**src/rtl/dma_pingpong_if.sv**
```systemverilog
// Handshake and bank-steering bundle between the ping-pong DMA sequencer and its environment.
interface dma_pingpong_if #(
  parameter int unsigned DEPTH = 8,
  parameter int unsigned LEN_W = 16
);
  localparam int unsigned AW = $clog2(DEPTH);

  logic             start;
  logic             mode;
  logic [LEN_W-1:0] xfer_len;
  logic             abort;
  logic             src_valid;
  logic             src_ready;
  logic             snk_valid;
  logic             snk_ready;
  logic             wr_bank;
  logic [AW-1:0]    wr_addr;
  logic             wr_half;
  logic             wr_en;
  logic             rd_bank;
  logic [AW-1:0]    rd_addr;
  logic             rd_half;
  logic             busy;
  logic             done;
  logic             aborted;

  modport master (
    output start, mode, xfer_len, abort, src_valid, snk_ready,
    input  src_ready, snk_valid, wr_bank, wr_addr, wr_half, wr_en,
           rd_bank, rd_addr, rd_half, busy, done, aborted
  );

  modport slave (
    input  start, mode, xfer_len, abort, src_valid, snk_ready,
    output src_ready, snk_valid, wr_bank, wr_addr, wr_half, wr_en,
           rd_bank, rd_addr, rd_half, busy, done, aborted
  );
endinterface

```
**src/rtl/dma_pingpong_ctrl.sv**
```systemverilog
// Ping-pong bank sequencer: fills one byte bank from the source while the other drains to the sink,
// with 8/4-bit width conversion handled as nibble beat counting (low nibble first).
module dma_pingpong_ctrl #(
  parameter int unsigned DEPTH = 8,
  parameter int unsigned LEN_W = 16
) (
  input  logic           clk,
  input  logic           reset,
  dma_pingpong_if.slave  bus
);
  localparam int unsigned AW = $clog2(DEPTH);
  localparam int unsigned CW = AW + 1;

  typedef enum logic [1:0] {IDLE, RUN, FINISH} state_t;

  state_t           state, state_n;
  logic             mode_q;
  logic [LEN_W-1:0] wr_left, rd_left;
  logic [1:0]       full;
  logic [CW-1:0]    cnt [2];
  logic             wr_bank, rd_bank, wr_half, rd_half;
  logic [AW-1:0]    wr_addr, rd_addr;
  logic             busy_q, done_q, aborted_q;

  logic src_ready_c, snk_valid_c, wr_fire, rd_fire, wr_byte, rd_byte;
  logic wr_seal, rd_drain, rd_last, take_start, take_abort;

  // Handshake qualification and next-state decode; abort masks both handshakes.
  always_comb begin
    state_n     = state;
    src_ready_c = 1'b0;
    snk_valid_c = 1'b0;
    take_start  = (state == IDLE) && bus.start;
    take_abort  = (state != IDLE) && bus.abort;
    if (state == RUN && !bus.abort) begin
      src_ready_c = !full[wr_bank] && (wr_left != '0);
      snk_valid_c = full[rd_bank];
    end
    wr_fire  = src_ready_c && bus.src_valid;
    rd_fire  = snk_valid_c && bus.snk_ready;
    // mode=1: source is byte-wide, sink is nibble-wide; mode=0 the reverse
    wr_byte  = wr_fire && (mode_q || wr_half);
    rd_byte  = rd_fire && (!mode_q || rd_half);
    wr_seal  = wr_byte && ((wr_addr == AW'(DEPTH - 1)) || (wr_left == LEN_W'(1)));
    rd_drain = rd_byte && ((CW'(rd_addr) + CW'(1)) == cnt[rd_bank]);
    rd_last  = rd_byte && (rd_left == LEN_W'(1));
    case (state)
      IDLE:    if (bus.start) state_n = (bus.xfer_len != '0) ? RUN : FINISH;
      RUN:     if (bus.abort) state_n = IDLE;
               else if (rd_last) state_n = FINISH;
      FINISH:  state_n = IDLE;
      default: state_n = IDLE;
    endcase
  end

  always_ff @(posedge clk) begin
    if (reset) state <= IDLE;
    else       state <= state_n;
  end

  // Bank flags, addresses and byte counters; reset and abort share the same clearing.
  always_ff @(posedge clk) begin
    if (reset || take_abort) begin
      mode_q    <= 1'b0;
      wr_left   <= '0;
      rd_left   <= '0;
      full      <= '0;
      cnt[0]    <= '0;
      cnt[1]    <= '0;
      wr_bank   <= 1'b0;
      rd_bank   <= 1'b0;
      wr_addr   <= '0;
      rd_addr   <= '0;
      wr_half   <= 1'b0;
      rd_half   <= 1'b0;
      busy_q    <= 1'b0;
      done_q    <= 1'b0;
      aborted_q <= !reset;
    end else begin
      busy_q    <= (state_n != IDLE);
      done_q    <= (state == FINISH);
      aborted_q <= 1'b0;
      if (take_start) begin
        mode_q  <= bus.mode;
        wr_left <= bus.xfer_len;
        rd_left <= bus.xfer_len;
        full    <= '0;
        wr_bank <= 1'b0;
        rd_bank <= 1'b0;
        wr_addr <= '0;
        rd_addr <= '0;
        wr_half <= 1'b0;
        rd_half <= 1'b0;
      end else begin
        if (wr_fire) begin
          if (!wr_byte) begin
            wr_half <= 1'b1;
          end else begin
            wr_half <= 1'b0;
            wr_left <= wr_left - LEN_W'(1);
            if (wr_seal) begin
              full[wr_bank] <= 1'b1;
              cnt[wr_bank]  <= CW'(wr_addr) + CW'(1);
              wr_addr       <= '0;
              wr_bank       <= ~wr_bank;
            end else begin
              wr_addr <= wr_addr + AW'(1);
            end
          end
        end
        if (rd_fire) begin
          if (!rd_byte) begin
            rd_half <= 1'b1;
          end else begin
            rd_half <= 1'b0;
            rd_left <= rd_left - LEN_W'(1);
            if (rd_drain) begin
              full[rd_bank] <= 1'b0;
              rd_addr       <= '0;
              rd_bank       <= ~rd_bank;
            end else begin
              rd_addr <= rd_addr + AW'(1);
            end
          end
        end
      end
    end
  end

  assign bus.src_ready = src_ready_c;
  assign bus.snk_valid = snk_valid_c;
  assign bus.wr_en     = wr_fire;
  assign bus.wr_bank   = wr_bank;
  assign bus.wr_addr   = wr_addr;
  assign bus.wr_half   = wr_half;
  assign bus.rd_bank   = rd_bank;
  assign bus.rd_addr   = rd_addr;
  assign bus.rd_half   = rd_half;
  assign bus.busy      = busy_q;
  assign bus.done      = done_q;
  assign bus.aborted   = aborted_q;
endmodule
```
**src/flat_wrapper.sv**
```systemverilog
// flat-port wrapper written by rule: the top's interface ports become plain ports
module dma_pingpong_ctrl_flat 
#(
  parameter int unsigned DEPTH = 8,
  parameter int unsigned LEN_W = 16
)
  (clk, reset, bus_start, bus_mode, bus_xfer_len, bus_abort, bus_src_valid, bus_snk_ready, bus_src_ready, bus_snk_valid, bus_wr_bank, bus_wr_addr, bus_wr_half, bus_wr_en, bus_rd_bank, bus_rd_addr, bus_rd_half, bus_busy, bus_done, bus_aborted);
  dma_pingpong_if #(.DEPTH(DEPTH), .LEN_W(LEN_W)) bus_i ();
  input  logic clk;
  input  logic reset;
  input wire logic [$bits(bus_i.start)-1:0] bus_start;
  input wire logic [$bits(bus_i.mode)-1:0] bus_mode;
  input wire logic [$bits(bus_i.xfer_len)-1:0] bus_xfer_len;
  input wire logic [$bits(bus_i.abort)-1:0] bus_abort;
  input wire logic [$bits(bus_i.src_valid)-1:0] bus_src_valid;
  input wire logic [$bits(bus_i.snk_ready)-1:0] bus_snk_ready;
  output wire logic [$bits(bus_i.src_ready)-1:0] bus_src_ready;
  output wire logic [$bits(bus_i.snk_valid)-1:0] bus_snk_valid;
  output wire logic [$bits(bus_i.wr_bank)-1:0] bus_wr_bank;
  output wire logic [$bits(bus_i.wr_addr)-1:0] bus_wr_addr;
  output wire logic [$bits(bus_i.wr_half)-1:0] bus_wr_half;
  output wire logic [$bits(bus_i.wr_en)-1:0] bus_wr_en;
  output wire logic [$bits(bus_i.rd_bank)-1:0] bus_rd_bank;
  output wire logic [$bits(bus_i.rd_addr)-1:0] bus_rd_addr;
  output wire logic [$bits(bus_i.rd_half)-1:0] bus_rd_half;
  output wire logic [$bits(bus_i.busy)-1:0] bus_busy;
  output wire logic [$bits(bus_i.done)-1:0] bus_done;
  output wire logic [$bits(bus_i.aborted)-1:0] bus_aborted;
  assign bus_i.start = bus_start;
  assign bus_i.mode = bus_mode;
  assign bus_i.xfer_len = bus_xfer_len;
  assign bus_i.abort = bus_abort;
  assign bus_i.src_valid = bus_src_valid;
  assign bus_i.snk_ready = bus_snk_ready;
  assign bus_src_ready = bus_i.src_ready;
  assign bus_snk_valid = bus_i.snk_valid;
  assign bus_wr_bank = bus_i.wr_bank;
  assign bus_wr_addr = bus_i.wr_addr;
  assign bus_wr_half = bus_i.wr_half;
  assign bus_wr_en = bus_i.wr_en;
  assign bus_rd_bank = bus_i.rd_bank;
  assign bus_rd_addr = bus_i.rd_addr;
  assign bus_rd_half = bus_i.rd_half;
  assign bus_busy = bus_i.busy;
  assign bus_done = bus_i.done;
  assign bus_aborted = bus_i.aborted;
  dma_pingpong_ctrl #(.DEPTH(DEPTH), .LEN_W(LEN_W)) u_core (.clk(clk), .reset(reset), .bus(bus_i));
endmodule
```
**config.mk**
```make
export PLATFORM = sky130hd
export DESIGN_NAME = dma_pingpong_ctrl_flat
export DESIGN_NICKNAME = d
export VERILOG_FILES = /design/src/rtl/dma_pingpong_if.sv /design/src/rtl/dma_pingpong_ctrl.sv /design/src/flat_wrapper.sv
export SDC_FILE = /design/constraint.sdc
export NUM_CORES = 1
export LEC_CHECK = 0
export CAP_MARGIN = 20
export CELL_PAD_IN_SITES_DETAIL_PLACEMENT = 1
export CELL_PAD_IN_SITES_GLOBAL_PLACEMENT = 1
export CORE_AREA = 3 3 94 96
export CTS_CLUSTER_SIZE = 14
export DETAILED_ROUTE_END_ITERATION = 7
export DIE_AREA = 0 0 97 99
export GPL_ROUTABILITY_DRIVEN = 0
export PLACE_DENSITY = 0.86
export RECOVER_POWER = 100
export SLEW_MARGIN = 30
export SYNTH_ARGS = -nofsm -noshare
export SYNTH_HDL_FRONTEND = slang
export SYNTH_SLANG_ARGS = --single-unit
export TNS_END_PERCENT = 30
```
**constraint.sdc**
```tcl
create_clock -name clk -period 2.05 [get_ports clk]
set_clock_uncertainty 0.1 [all_clocks]
set_input_delay 0.5125 -clock clk [delete_from_list [all_inputs] [get_ports clk]]
set_output_delay 0.5125 -clock clk [all_outputs]
set_load 0.005 [all_outputs]
```
# Yosys cells after proc, flatten, opt, wreduce, memory -nomap -nowiden
# Memory sizes are Yosys's and may differ from the RTL's. A register that Yosys moved wholly into a read port is not among the register bits.
# Cells that the tools add are included.
[op_classes]
add_sub_neg = 6
multipliers = 0
div_mod_pow = 0
magnitude_cmp = 4
eq_ne = 6
shifts = 0
muxes = 46
n_bitwise = 5
reduce_logical = 38
[ops]
columns = ["op", "count"]
rows = [
  ["two-way mux 16 bit", 6],
  ["== test 16 x 1 -> 1 bit, second input constant", 2],
  ["nonzero test 16 bit", 2],
  ["subtractor 16 x 1 -> 16 bit, second input constant", 2],
  ["two-way mux 2 bit", 12],
  ["two-way mux 1 bit", 22],
  ["logical AND 1 bit", 13],
  ["nonzero test 2 bit", 6],
  ["adder 3 x 1 -> 4 bit, second input constant", 2],
  ["AND reduction 2 bit", 4],
  ["adder 3 x 1 -> 3 bit, second input constant", 2],
  ["two-way mux 3 bit", 2],
  ["AND reduction 3 bit", 2],
  ["== test 4 bit", 1],
  ["zero test 1 bit", 4],
  ["logical OR 1 bit", 4],
  ["less-than comparator 1 x 2 -> 1 bit, second input constant", 2],
  ["two-way mux 4 bit", 1],
  ["case mux 2 bit (2 select lines)", 1],
  ["OR reduction 4 bit", 1],
  ["== test 3 bit, second input constant", 1],
  ["AND 2 bit", 1],
  ["demux 1 bit (select 1 bit)", 2],
  ["== test 2 x 1 -> 1 bit, second input constant", 1],
  ["other kinds (7)", 9],
]
[totals]
ff_bits = 50
latchBits = 0
ramBits = 8
rom_bits = 0
in_bits = 23
word_cells = 120
n_memories = 1
[mem_list]
columns = ["name", "depth", "width", "read_ports", "rd_clocked_by_memory_dff", "write_ports", "line_no", "rtl"]
rows = [
  ["u_core.cnt", 2, 4, 1, 1, 2, "dma_pingpong_ctrl.sv:20", "logic [CW-1:0] cnt [2];"],
]

# Depth between registers and ports, before layout
# Gate-level depths: netlist (run 1).
[depth]
ltp_word = 17
ltp_mapped = 9
ltp_nobuf = 7

# Worst setup path after synthesis (run 1)
# Ideal clock, no wire load.
[synth_path]
path_type = "reg2out"
from = "reg u_core.wr_left[0]"
to = "out bus_wr_en"
t_arrival_ps = 1604
setup_slack_ps = -167
stages_incl_launch_ff = 8
path_buffers = 1
cell_sequence = "dfxtp_1 -> inv_1 -> ha_1 -> nor3b_1 -> and4_1 -> buf_4 -> nor2_1 -> and2_1"
[synth_between]
elab_chain_len = 4
[synth_rtl]
columns = ["item", "line_no", "rtl"]
rows = [
  ["start: declaration", "dma_pingpong_ctrl.sv:18", "logic [LEN_W-1:0] wr_left, rd_left;"],
  ["start signal: assignment", "dma_pingpong_ctrl.sv:85", "wr_left <= bus.xfer_len;"],
  ["start signal: assignment", "dma_pingpong_ctrl.sv:100", "wr_left <= wr_left - LEN_W'(1);"],
  ["nonzero test 16 bit", "dma_pingpong_ctrl.sv:36", "src_ready_c = !full[wr_bank] && (wr_left != '0);"],
  ["logical AND 1 bit", "dma_pingpong_ctrl.sv:36", ""],
  ["two-way mux 1 bit", "dma_pingpong_ctrl.sv:35", "if (state == RUN && !bus.abort) begin"],
  ["via bus_src_ready", "flat_wrapper.sv:17", "output wire logic [$bits(bus_i.src_ready)-1:0] bus_src_ready;"],
  ["logical AND 1 bit", "dma_pingpong_ctrl.sv:39", "wr_fire = src_ready_c && bus.src_valid;"],
  ["end: declaration", "flat_wrapper.sv:22", "output wire logic [$bits(bus_i.wr_en)-1:0] bus_wr_en;"],
]
# The timed path passes the listed nets, and every way through them passes these cells.

# Worst setup path in the final report (run 1)
[layout_path]
from = "reg u_core.wr_left[0]"
to = "out bus_wr_en"
[layout_between]
elab_chain_len = 4
[layout_rtl]
columns = ["item", "line_no"]
rows = [
  ["nonzero test 16 bit", "dma_pingpong_ctrl.sv:36"],
  ["logical AND 1 bit", "dma_pingpong_ctrl.sv:36"],
  ["two-way mux 1 bit", "dma_pingpong_ctrl.sv:35"],
  ["logical AND 1 bit", "dma_pingpong_ctrl.sv:39"],
]
# Every way passes these cells.

==> results of run 1 <==
-- routing by layer --
layer	up-vias	global-route usage, %
met2	111	42.1
li1	1573	-
met1	1679	26.8
met4	0	12.0
met3	39	5.66
met5	-	0
-- path summary, 6_finish.rpt --
check | startpoint | to | slack, ps | cells after the start
max | u_core.wr_left[0] | bus_wr_en | -260 | 7
min | u_core.full[1] | u_core.full[1] | 410 | 2
max reg2reg | u_core.wr_left[0] | u_core.wr_left[3] | -110 | 8
min reg2reg | u_core.full[1] | u_core.full[1] | 410 | 2
-- worst min-delay path, stage by stage (launching register included) --
cell	delay [ps]
dfxtp_1	330
inv_1	80
a221oi_2	60
-- power groups by stage --
stage	registers [W]	clock network [W]	logic [W]
after floorplan	0.00129	0	0.000248
after global placement	0.00129	0	0.000516
after detailed placement	0.00129	0	0.000539
after CTS	0.00127	0.000897	0.000573
after global routing	0.00128	0.000972	0.000667
final	0.00128	0.000907	0.000621
-- sequential cells by signal, summed over array words and instances, names as in the netlist, 2 cells and up, named ones only --
| register | cells |
|---|---|
| u_core.full | 2 |
| u_core.rd_left | 16 |
| u_core.wr_left | 16 |
| u_core.cnt | 8 |
| u_core.bus.rd_addr | 3 |
| u_core.bus.wr_addr | 3 |
| u_core.state | 2 |
-- placed cells by master (no fill, tap or decap), types with 4 or more instances in the layout --
| master | synthesis | layout |
|---|---|---|
| o211ai_1 | 5 | 5 |
| dfxtp_2 | 0 | 4 |
| buf_4 | 3 | 69 |
| edfxtp_1 | 8 | 8 |
| dlygate4sd3_1 | 0 | 9 |
| clkbuf_2 | 1 | 6 |
| nand4_1 | 7 | 7 |
| mux2i_1 | 7 | 7 |
| xnor2_1 | 7 | 7 |
| ha_1 | 7 | 6 |
| xor2_1 | 7 | 7 |
| or3_1 | 8 | 8 |
| clkbuf_1 | 10 | 4 |
| o22ai_1 | 4 | 4 |
| nand3_1 | 16 | 13 |
| clkdlybuf4s50_1 | 0 | 24 |
| dfxtp_1 | 51 | 47 |
| o21ai_0 | 16 | 17 |
| nor2_1 | 27 | 25 |
| inv_1 | 12 | 10 |
| a21oi_1 | 21 | 20 |
| nand2_1 | 35 | 33 |
| nor4_1 | 13 | 5 |
| a31oi_1 | 15 | 15 |
| clkbuf_8 | 0 | 9 |
| buf_6 | 0 | 4 |
| nor3_1 | 14 | 11 |
| and2_1 | 6 | 4 |
| nor4_2 | 1 | 6 |
| clkinv_2 | 0 | 4 |
-- final cells by class --
cell class	count	area, um^2
inverters	12	45.0
fillers	942	3590
repair buffers	121	1030
well taps	105	131
flip-flops and latches	59	1270
clock buffers	11	131
clock inverters	4	20.0
multi-input cells	273	1920
-- repair_timing --
item,in CTS,in global routing
endpoints found under the setup margin,56,48
setup buffers,5,1
pin swaps,7,11
resized for setup,40,33
-- metrics by stage --
step	total power [W]	setup slack (ps)	setup TNS, ps	hold WS (ps)	utilization, %
after floorplan	0.00154	-35.8	-249	356	-
after global placement	0.00180	-745	-26570	372	51.0
after detailed placement	0.00183	-774	-29390	394	51.0
after CTS	0.00274	-242	-369	407	54.4
after global routing	0.00292	-302	-3820	438	55.9
final	0.00281	-263	-1560	414	55.9
-- cells by family (layout without fill, tap and decap cells) --
| group | count (synthesis) | after routing | synth area share (%) |
|---|---|---|---|
| and+or+nand+nor | 156 | 156 | 27.4 |
| muxes | 8 | 8 | 2.64 |
| AOI/OAI and AO/OA | 88 | 88 | 18.3 |
| DFF | 59 | 59 | 41.0 |
| adders and majority gates | 7 | 7 | 2.85 |
| xor gates and xnor gates | 14 | 14 | 3.98 |
| buffers and inverters | 28 | 148 | 3.86 |
==> results.json, run 1 <==
{
  "worst_setup_path_end_kind": "output port",
  "crit_family": "simple AND/OR/NAND/NOR gates",
  "crit_fanout": 3,
  "grt_pass1_vias": 3657,
  "drive_gt1_share_pct": 31.5,
  "yosysWarnings": 0,
  "cts.sinks": 59,
  "cts_tree": "yes",
  "timing.final.ws_setup_ps": -263,
  "status": "finished with violations",
  "crit_type": "reg2out",
  "die_x_um": 97,
  "num-nets-final": 506,
  "instances_no_fill": 585,
  "netSwitchingPower_w": 0.000865,
  "insertion_delay_ps": 350,
  "wl_met2_mm": 6.12,
  "first_iter_violations": 195,
  "placedInstanceArea_um2": 4150,
  "synthTopCellsByCount": "dfxtp_1 (51), nand2_1 (35), nor2_1 (27)",
  "p_per_area_nw_per_um2": 618,
  "max_freq_ghz": 0.432,
  "synth.area.top_cells": "dfxtp_1 (33%), edfxtp_1 (7.8%), nand2_1 (4.3%), a21oi_1 (3.4%), nor2_1 (3.3%)",
  "core_um2": 8130,
  "synth_edf_count": 8,
  "p_leak_nw": 1.72,
  "setup_viol": 27,
  "p_comb_share_pct": 22.1,
  "switching_share_pct": 30.8,
  "cts_root_buf": "clkbuf_8",
  "ant_nets": 0,
  "period_share_pct": 113,
  "dr_total_vias": 3402,
  "wl_per_cell_um": 20.0,
  "post-route-cell-area_um2": 4540,
  "drt_wl_total_mm": 11.7,
  "synth.distinct_cells": 57,
  "seq_power_share_pct": 45.5,
  "hold_viol": 0,
  "row_count": 33,
  "worst_ep_required_time_ps": 1440,
  "cpPeakStageDelay_ps": 340,
  "cap_violations": 0,
  "grt-ovfl-total": 0,
  "dieHeight_um": 99,
  "yosys.area.top_type": "dfxtp_1",
  "syn_area_per_cell_um2": 8.55,
  "hpwl_mm": 7.80,
  "power.internal_w": 0.00194,
  "power_frac_clock_pct": 32.3,
  "dieArea_um2": 9600,
  "slew_violations": 0,
  "start_kind": "flip-flop",
  "start_util_pct": 37.8,
  "wl_met1_mm": 4.69,
  "rsz0062_at_grt": "yes",
  "placed_cells": 564,
  "synth_top_cell_area_share_pct": 33.2,
  "cts_hold_buf": 0,
  "relSlewSlack_pct": 58.5,
  "grt_max_degree": 36,
  "cts_buffers": 9,
  "grt_usage_pct": 23.8,
  "crit_chain": "inv_2 > ha_4 > nor3b_4 > and4_4 > nor2_4 > and2_4 > buf_6",
  "clockBufferDepth": 2,
  "portBuffers": 38,
  "seq_area_frac_synth_pct": 41.0,
  "min_path_type": "reg2reg",
  "final.min_clock_period_ps": 2310,
  "synth-async-reset-ratio_pct": 0,
  "highest_layer": "met4",
  "synth_cells": 360,
  "diodes": 0,
  "syn_area_um2": 3080,
  "cts-htree-levels": 3,
  "critPathBufInv": 2,
  "first_pass_iters": 4,
  "cp_data_arrival_time_ps": 1700,
  "tightest_slew_ps": 616,
  "vdd_drop_max_mv": 0.286,
  "wl_met3_um": 480,
  "syn_nets": 390,
  "viasPerCell": 5.82,
  "antenna_found_initial": 0,
  "grt_pass1_wl_mm": 18.4,
  "boundaryPins": 39,
  "cts.clk_slew.worst_paths_ps": 80,
  "ys.flop_type": "dfxtp_1",
  "drc": 0,
  "cpMaxStageDelayCell": "dfxtp_2",
  "syn_to_final_growth_pct": 47.6,
  "ys_seq_elements": 59,
  "failed_checks": "setup timing",
  "synth_most_common_cell": "dfxtp_1"
}
(Power assumes the default switching activity.)
==> run 2: changes to the inputs <==
Settings changed: CORE_AREA 3 3 94 96 to 5 5 96 98, DIE_AREA 0 0 97 99 to 0 0 101 103, TNS_END_PERCENT 30 to not set.
==> run 2 against run 1 <==
The run still ends with setup timing left; non-clock buffer count grew 12; power grew 10%; setup slack lost 44 ps; die area grew 8.3%; worst hold slack lost 13 ps; combinational power grew 17%; sequential share of layout area shrank 2.2 points; cell count grew 2.7%; critical path type unchanged; largest cell class unchanged; highest routed layer unchanged.
==> results.json, run 2 (synthesis gave the netlist of run 1 again) <==
{
  "insertion_delay_ps": 360,
  "mostFrequentLayoutCells": "buf_4 (76), dfxtp_1 (40), nand2_1 (30), clkdlybuf4s50_1 (30), nor2_1 (18)",
  "grt_max_degree": 42,
  "row_count": 34,
  "finish.utilization_pct": 59.5,
  "tightest_slew_ps": 663,
  "slew_violations": 0,
  "hold_viol": 0,
  "start_kind": "flip-flop",
  "core_um2": 8380,
  "first_pass_iters": 4,
  "drive_gt1_share_pct": 41.6,
  "dr_total_vias": 3523,
  "cts-htree-levels": 3,
  "period_share_pct": 115,
  "drc": 0,
  "cts_hold_buf": 0,
  "cp_data_arrival_time_ps": 1740,
  "clockBufferDepth": 2,
  "diodes": 0,
  "setup_viol": 48,
  "largestRegisters": "u_core.rd_left x16, u_core.wr_left x16, u_core.cnt x8",
  "rrSetupSlack_ps": -200,
  "viasPerCell": 5.86,
  "grt-ovfl-total": 0,
  "min_path_type": "reg2reg",
  "vdd_drop_max_mv": 0.387,
  "failed_checks": "setup timing",
  "ant_nets": 0,
  "dieArea_um2": 10400,
  "final_common_cell": "buf_4",
  "boundaryPins": 39,
  "nFillCells": 925,
  "grt_pass1_wl_mm": 18.6,
  "timing.final.ws_setup_ps": -307,
  "cts.sinks": 59,
  "holdWs_ps": 401,
  "p_per_area_nw_per_um2": 621,
  "grt_usage_pct": 23.4,
  "start_util_pct": 36.7,
  "cap_violations": 0,
  "crit_fanout": 4,
  "status": "finished with violations",
  "wl_per_cell_um": 23.3,
  "grt_pass1_vias": 3728,
  "relSlewSlack_pct": 55.8,
  "die_x_um": 101,
  "cts.clk_slew.worst_paths_ps": 80,
  "cts_root_buf": "clkbuf_8",
  "setup-tns-final_ps": -5190,
  "multi_input_area_um2": 2170,
  "worst_setup_path_end_kind": "output port",
  "num-nets-final": 518,
  "cts_tree": "yes",
  "crit_type": "reg2out",
  "hpwl_mm": 8.28,
  "p_leak_nw": 1.83,
  "max_freq_ghz": 0.424,
  "portBuffers": 38,
  "worst_ep_required_time_ps": 1440,
  "drt_wl_total_mm": 14.0,
  "cts_buffers": 9,
  "seqCellArea_um2": 1280,
  "final.min_clock_period_ps": 2360,
  "syn_to_final_growth_pct": 62.0,
  "first_iter_violations": 174,
  "antenna_found_initial": 0,
  "dieHeight_um": 103,
  "rsz0062_at_grt": "yes"
}
-- run 2: cell types whose count changed in the layout (fill, tap and decap cells not counted), moves of 4 or more --
cell	delta
buf_6	+9
nor2_4	+8
buf_4	+7
dfxtp_1	-7
nor2_1	-7
clkdlybuf4s50_1	+6
dfxtp_2	+6
dlygate4sd3_1	-6
a21oi_1	-4
clkbuf_2	-4
-- run 2: worst paths after layout --
check | start | to | depth (start not counted)
max | u_core.wr_left[7] | bus_wr_en | 6
min | u_core.rd_left[12] | u_core.rd_left[12] | 2
max reg2reg | u_core.wr_left[1] | u_core.wr_left[7] | 11
min reg2reg | u_core.rd_left[12] | u_core.rd_left[12] | 2
-- run 2: layout make-up --
| cell class | instances | share of cell area (%) |
|---|---|---|
| clock inverters | 6 | 1.33 |
| repair buffers | 133 | 23.4 |
| clock buffers | 10 | 2.56 |
| well taps | 108 | 2.71 |
| inverters | 12 | 0.903 |
| multi-input cells | 273 | 43.4 |
| flip-flops and latches | 59 | 25.6 |
-- run 2: report_power, final --
group | switching (W) | total (W) | internal [W] | leakage (nW)
Sequential | 0.0000530 | 0.00128 | 0.00123 | 0.506
Clock | 0.000528 | 0.00109 | 0.000561 | 0.0885
Combinational | 0.000387 | 0.000727 | 0.000340 | 1.24
Total | 0.000969 | 0.00309 | 0.00213 | 1.83
-- run 2: timing repair --
| action | CTS | global route |
|---|---|---|
| endpoints found under the setup margin | 61 | 54 |
| gates resized for setup | 45 | 99 |
| setup buffers | 6 | 12 |
| gates cloned | 0 | 1 |
| endpoints found under the hold margin | 0 | 0 |
| pin swaps | 8 | 37 |
-- run 2: worst max-delay path: stages, from the launching register on --
cell	delay, ps
dfxtp_2	350
nor4_4	320
buf_4	170
and4_4	240
nor2_4	60
and2_4	130
buf_6	100
-- run 2: layer usage --
metal / routed length, um / up-vias / share of wire, % / track usage, %
li1: - / 1594 / - / -
met1: 5090 / 1738 / 36 / 24.6
met2: 7440 / 150 / 53 / 44.3
met3: 850 / 41 / 6.1 / 6.16
met4: 590 / 0 / 4.2 / 9.41
met5: 0 / - / 0 / 0
-- run 2: through the flow --
step           worst slack, ps  instance area [um^2]  std cells  power, W
2_1_floorplan            -35.8                  3090        360   0.00154
3_3_place_gp              -814                  4150        568   0.00180
3_5_place_dp              -872                  4150        568   0.00183
4_1_cts                   -317                  4460        589   0.00293
5_1_grt                   -344                  4990        601   0.00319
6_report                  -307                  4990        601   0.00309
==> RTL edit 1, RTL diff (config.mk and constraints of run 2) <==
Re-encode `state_t` (3 states) as one-hot, 3 bits wide.
--- a/src/rtl/dma_pingpong_ctrl.sv
+++ b/src/rtl/dma_pingpong_ctrl.sv
@@ -12,5 +12,5 @@
   localparam int unsigned CW = AW + 1;
 
-  typedef enum logic [1:0] {IDLE, RUN, FINISH} state_t;
+  typedef enum logic [2:0] {IDLE = 3'b001, RUN = 3'b010, FINISH = 3'b100} state_t;
 
   state_t           state, state_n;
Function: no difference found for any inputs over 4 cycles, from zero or initial values and one cycle with reset high; so few cycles prove little.
==> RTL edit 1 against run 2 <==
  * The flow still finishes with violations (setup timing)
  * Design area rose by 3.0%
  * Worst setup slack worse by 0.34 ns
  * Die area stayed put
  * Wire length up 19%
  * Sequential cell count rose by 1
  * Total power increased by 7.2%
  * Non-clock buffer count rose by 26
  * Synthesized cell count rose by 1.1%
  * Critical path depth increased by 2
  * Cell count grew 4.8%
  * Synthesized area grew 1.6%
  * Largest cell class unchanged
==> RTL edit 1: results (changes against run 2) <==
Finish
  • Net count, final: 547 (+5.6%)
  • Proportion of layout cells with a drive suffix above 1: 0.416 (about the same)
  • Filler instances: 940 (+1.6%)
  • Fin cells: 630 (+4.8%)
  • Inserted Diodes: 0 (unchanged)

Synth
  • Post-synth EDFFs: 8 (unchanged)
  • Register area share after synthesis: 0.410 (about the same)
  • Top post-synthesis cells by area: dfxtp_1, edfxtp_1, a21oi_1
  • Syn_nets: 394 (+1.0%)
  • Most instantiated cells after synthesis: dfxtp_1, nand2_1, nor2_1
  • Mean Syn Cell Area: 8.59 um2 (+0.51%)
  • Library cells used by synthesis: 55 (-3.5%)

Route
  • Pre-antenna DRT Iters: 6 (+2)
  • Initial DRC count: 262 (+51%)
  • Met3 Wirelength: 992 um (+17%)
  • Wire length on met1: 5990 um (+18%)
  • Highest Signal Layer: met4
  • Wire per inst: 26.5 um (+14%)
  • Detailed route wirelength on metal2: 8480 um (+14%)
  • DR vias: 3,910 (+11%)

Setup path
  • Crit-path max FO: 2 (-2)
  • Flop2flop setup slack: -0.61 ns (-0.41 ns)
  • Top Family by Delay on Critical Path: simple AND/OR/NAND/NOR gates
  • Slowest-stage cell, CP: or3b_4
  • Reg-to-Reg End: u_core.cnt[0][1]
  • Worst path max stage delay: 0.43 ns (+0.08 ns)
  • Worst r2r path cells: 11 (unchanged)
  • Worst Path Arrival: 2.09 ns (+0.35 ns)
  • Worst setup startpoint: u_core.wr_left[0]
  • Reg-to-reg startpoint: u_core.wr_left[1]

Timing
  • TNS Setup: -20.33 ns (-15.15 ns)
  • Setup violations, final: 65 (+35%)
  • Worst hold margin: 0.396 ns (-0.00489 ns)
  • Final Worst Setup Slack: -0.649 ns (-0.342 ns)
  • Worst slew margin: 0.648 (+0.0898)

Pwr
  • Worst IR Drop VDD: 0.338 mV (-13%)
  • P_leak: 1.99 nW (+8.4%)
  • Clock power frac: 0.332 (-0.020)
  • Cell Int Power: 2.21 mW (+4.1%)
  • Register share of total power: 0.393 (-0.020)

Outcome
  • Outcome: complete, but fails checks
  • Failing checks: setup timing

Hold path
  • Hold Path End: u_core.rd_left[8]
  • Min-delay src: u_core.rd_left[8]

CTS
  • Num CTS Buffers: 9 (unchanged)
  • Root buf cell: clkbuf_8

GRT
  • M2 GR Usage: 0.510 (+0.0673)
  • Vias in the first global route: 4,157 (+12%)
  • Initial antenna violation count: 0 (unchanged)
  • Largest net degree at the start of global routing: 18 (-57%)
  • Met3 Resource Use GR: 0.0480 (-0.0135)
  • Met1 Use GR: 0.285 (+0.0388)
  • First-pass GRT wire length: 21,700 um (+17%)
  • GRT Util Overall: 0.275 (+0.0405)

Placement
  • Pre-CTS setup slack: -0.891 ns (-0.0190 ns)
  • Post-detail-place hpwl: 8640 um (+4.4%)
  • Post-Place Cells: 587 (+3.3%)
  • Placed inst area: 4320 um2 (+4.0%)
## RTL edit 1: cell type report
| type | instances | area [um2] | area share |
|---|---|---|---|
| clock buffer | 10 | 128 | 0.0249 |
| clock inverter | 6 | 55.1 | 0.0107 |
| inverter | 10 | 40.0 | 0.00780 |
| multi-input combinational | 277 | 2120 | 0.413 |
| sequential | 60 | 1290 | 0.252 |
| tap | 108 | 135 | 0.0263 |
| timing repair buffer | 159 | 1360 | 0.266 |
## RTL edit 1: logic make-up after synthesis
group,count (synthesis),share of synthesized area
AO/OA/AOI/OAI,89,0.182
flip-flops,60,0.410
multiplexers,11,0.0360
AND/OR/NAND/NOR,156,0.271
buffers and inverters,27,0.0340
adder cells (fa/ha/maj),7,0.0280
XOR/XNOR,14,0.0392
## RTL edit 1: what timing repair did
action                                  in CTS  in global routing
setup buffers                               14                 21
pin swaps                                   21                 32
gates cloned                                 1                  0
endpoints found under the setup margin      63                 63
endpoints found under the hold margin        0                  0
gates resized for setup                     67                 75
==> RTL edit 2, RTL diff (settings of run 2) <==
Made on the original files. `DEPTH` is set to 8 in 3 places; all go to 4.
--- a/src/rtl/dma_pingpong_if.sv
+++ b/src/rtl/dma_pingpong_if.sv
@@ -1,5 +1,5 @@
 // Handshake and bank-steering bundle between the ping-pong DMA sequencer and its environment.
 interface dma_pingpong_if #(
-  parameter int unsigned DEPTH = 8,
+  parameter int unsigned DEPTH = 4,
   parameter int unsigned LEN_W = 16
 );
--- a/src/rtl/dma_pingpong_ctrl.sv
+++ b/src/rtl/dma_pingpong_ctrl.sv
@@ -2,5 +2,5 @@
 // with 8/4-bit width conversion handled as nibble beat counting (low nibble first).
 module dma_pingpong_ctrl #(
-  parameter int unsigned DEPTH = 8,
+  parameter int unsigned DEPTH = 4,
   parameter int unsigned LEN_W = 16
 ) (
--- a/src/flat_wrapper.sv
+++ b/src/flat_wrapper.sv
@@ -2,5 +2,5 @@
 module dma_pingpong_ctrl_flat 
 #(
-  parameter int unsigned DEPTH = 8,
+  parameter int unsigned DEPTH = 4,
   parameter int unsigned LEN_W = 16
 )
Interface: changed (resized bus_rd_addr and bus_wr_addr); port bits go from 39 to 37. The function was not compared with the original's and may differ.
==> RTL edit 2 against run 2 <==
  * The flow still finishes with violations (setup timing)
  * Total power shrank 17%
  * Synthesized area shrank 9.3%
  * Count of clock-buffer cells in the layout shrank 5
  * Worst setup slack gained 0.048 ns
  * Sequential cell count shrank 4
  * Wire length shrank 15%
  * Cell count shrank 5.8%
  * Design area shrank 9.1%
  * Critical endpoint is now u_core.wr_left[4]
  * Largest power group unchanged
==> RTL edit 2: results (changes against run 2) <==
Outcome
  • Outcome: complete, but fails checks
  • Failing checks: setup timing

GRT
  • Met1 Use GR: 0.241 (-0.00505)
  • Vias in the first global route: 3,539 (-5.1%)
  • First-pass GRT wire length: 17,400 um (-6.4%)
  • Largest net degree at the start of global routing: 31 (-26%)
  • M2 GR Usage: 0.401 (-0.0420)
  • Met3 Resource Use GR: 0.0332 (-0.0284)
  • GRT Util Overall: 0.212 (-0.0227)

Synth
  • Post-synth EDFFs: 6 (-2)
  • Most instantiated cells after synthesis: dfxtp_1, nand2_1, nor2_1
  • Library cells used by synthesis: 51 (-11%)
  • Syn_nets: 356 (-8.7%)
  • Top post-synthesis cells by area: dfxtp_1, edfxtp_1, nand2_1
  • Register area share after synthesis: 0.416 (+0.00639)
  • Cells after Synth: 327 (-9.2%)

Setup path
  • Reg-to-reg startpoint: u_core.rd_left[11]
  • Flop2flop setup slack: -0.24 ns (-0.04 ns)
  • Worst r2r path cells: 6 (-5)
  • Reg-to-Reg End: u_core.rd_left[15]
  • Worst Path Arrival: 2.45 ns (+0.71 ns)
  • Setup crit end: u_core.wr_left[4]
  • Worst setup startpoint: bus_start
  • Crit-path max FO: 16 (+12)

Route
  • Wire per inst: 21.0 um (-9.6%)
  • WL final: 11,900 um (-15%)
  • Vias per cell: 5.77 (-1.6%)
  • Initial DRC count: 153 (-12%)

Pwr
  • Worst IR Drop VDD: 0.296 mV (-24%)
  • P_leak: 1.67 nW (-8.7%)
  • Total net switching power: 0.822 mW (-15%)

CTS
  • Num CTS Buffers: 5 (-4)
  • Clock Latency Late Sink: 0.33 ns (-0.03 ns)
  • H-tree depth: 2 (-1)
  • Clk slew on worst S/H paths: 0.11 ns (+0.03 ns)

Placement
  • I/O Buffers: 36 (-5.3%)
  • Placed inst area: 3970 um2 (-4.5%)
  • Post-detail-place hpwl: 8030 um (-3.0%)
  • Post-Place Cells: 544 (-4.2%)

Finish
  • Top Registers: u_core.rd_left x16, u_core.wr_left x16, u_core.cnt x6
  • Net count, final: 486 (-6.2%)

Timing
  • Setup violations, final: 45 (-6.3%)
  • Worst slew margin: 0.532 (-0.0262)
  • Final Worst Setup Slack: -0.259 ns (+0.0485 ns)
## RTL edit 2: cell families after synthesis
kind of cell / count (synthesis) / synth area share
AO/OA/AOI/OAI: 92 / 0.220
multiplexers: 7 / 0.0251
flip-flops: 55 / 0.416
XOR/XNOR: 7 / 0.0220
buffers and inverters: 24 / 0.0327
AND/OR/NAND/NOR: 136 / 0.257
adder cells (fa/ha/maj): 6 / 0.0269
## RTL edit 2: worst min path at each step
stage / depth (start not counted) / to / slack (ns) / start
floorplan: 2 / u_core.wr_left[1] / 0.34 / u_core.wr_left[1]
global placement: 2 / u_core.bus.rd_addr[1] / 0.36 / u_core.bus.rd_addr[1]
detailed placement: 2 / u_core.bus.rd_addr[1] / 0.38 / u_core.bus.rd_addr[1]
CTS: 2 / u_core.bus.rd_addr[1] / 0.40 / u_core.bus.rd_addr[1]
global route: 2 / u_core.bus.rd_addr[1] / 0.42 / u_core.bus.rd_addr[1]
finish: 2 / u_core.bus.rd_addr[1] / 0.39 / u_core.bus.rd_addr[1]
## RTL edit 2: layer usage
metal / routed length [um] / share of wire
met5: 0 / 0
met1: 4630 / 0.39
met2: 6330 / 0.53
met4: 379 / 0.032
met3: 561 / 0.047
## RTL edit 2: timing repair
item | 4_1_cts | 5_1_grt
setup buffers | 7 | 9
pin swaps | 21 | 25
endpoints found under the setup margin | 52 | 46
gates resized for setup | 49 | 62
## RTL edit 2: metrics by stage
step / setup slack [ns] / util / setup TNS [ns] / total power, mW
2_1_floorplan: -0.177 / - / -0.329 / 1.45
3_3_place_gp: -0.603 / 0.473 / -23.33 / 1.74
3_5_place_dp: -0.641 / 0.473 / -28.26 / 1.77
4_1_cts: -0.260 / 0.506 / -1.36 / 2.45
5_1_grt: -0.305 / 0.541 / -7.27 / 2.68
6_report: -0.259 / 0.541 / -4.17 / 2.57
## RTL edit 2: area by class of cell
cell class | instances | share of cell area
clock buffers | 5 | 0.0152
inverters | 10 | 0.00828
repair buffers | 137 | 0.256
flip-flops and latches | 55 | 0.259
well taps | 108 | 0.0298
clock inverters | 3 | 0.00414
multi-input cells | 248 | 0.428
## RTL edit 2: worst max-delay path, stage by stage
cell             delay, ns
clkdlybuf4s50_1       0.48
nor3b_1               0.59
buf_4                 0.34
buf_4                 0.14
nand2_1               0.11
a31oi_1               0.27
## RTL edit 2: power groups by stage
stage / Sequential [mW] / Clock [mW] / Combinational, mW
finish: 1.19 / 0.636 / 0.747
global route: 1.19 / 0.692 / 0.794
CTS: 1.18 / 0.644 / 0.632
detailed placement: 1.20 / 0 / 0.575
global placement: 1.19 / 0 / 0.544
floorplan: 1.20 / 0 / 0.257
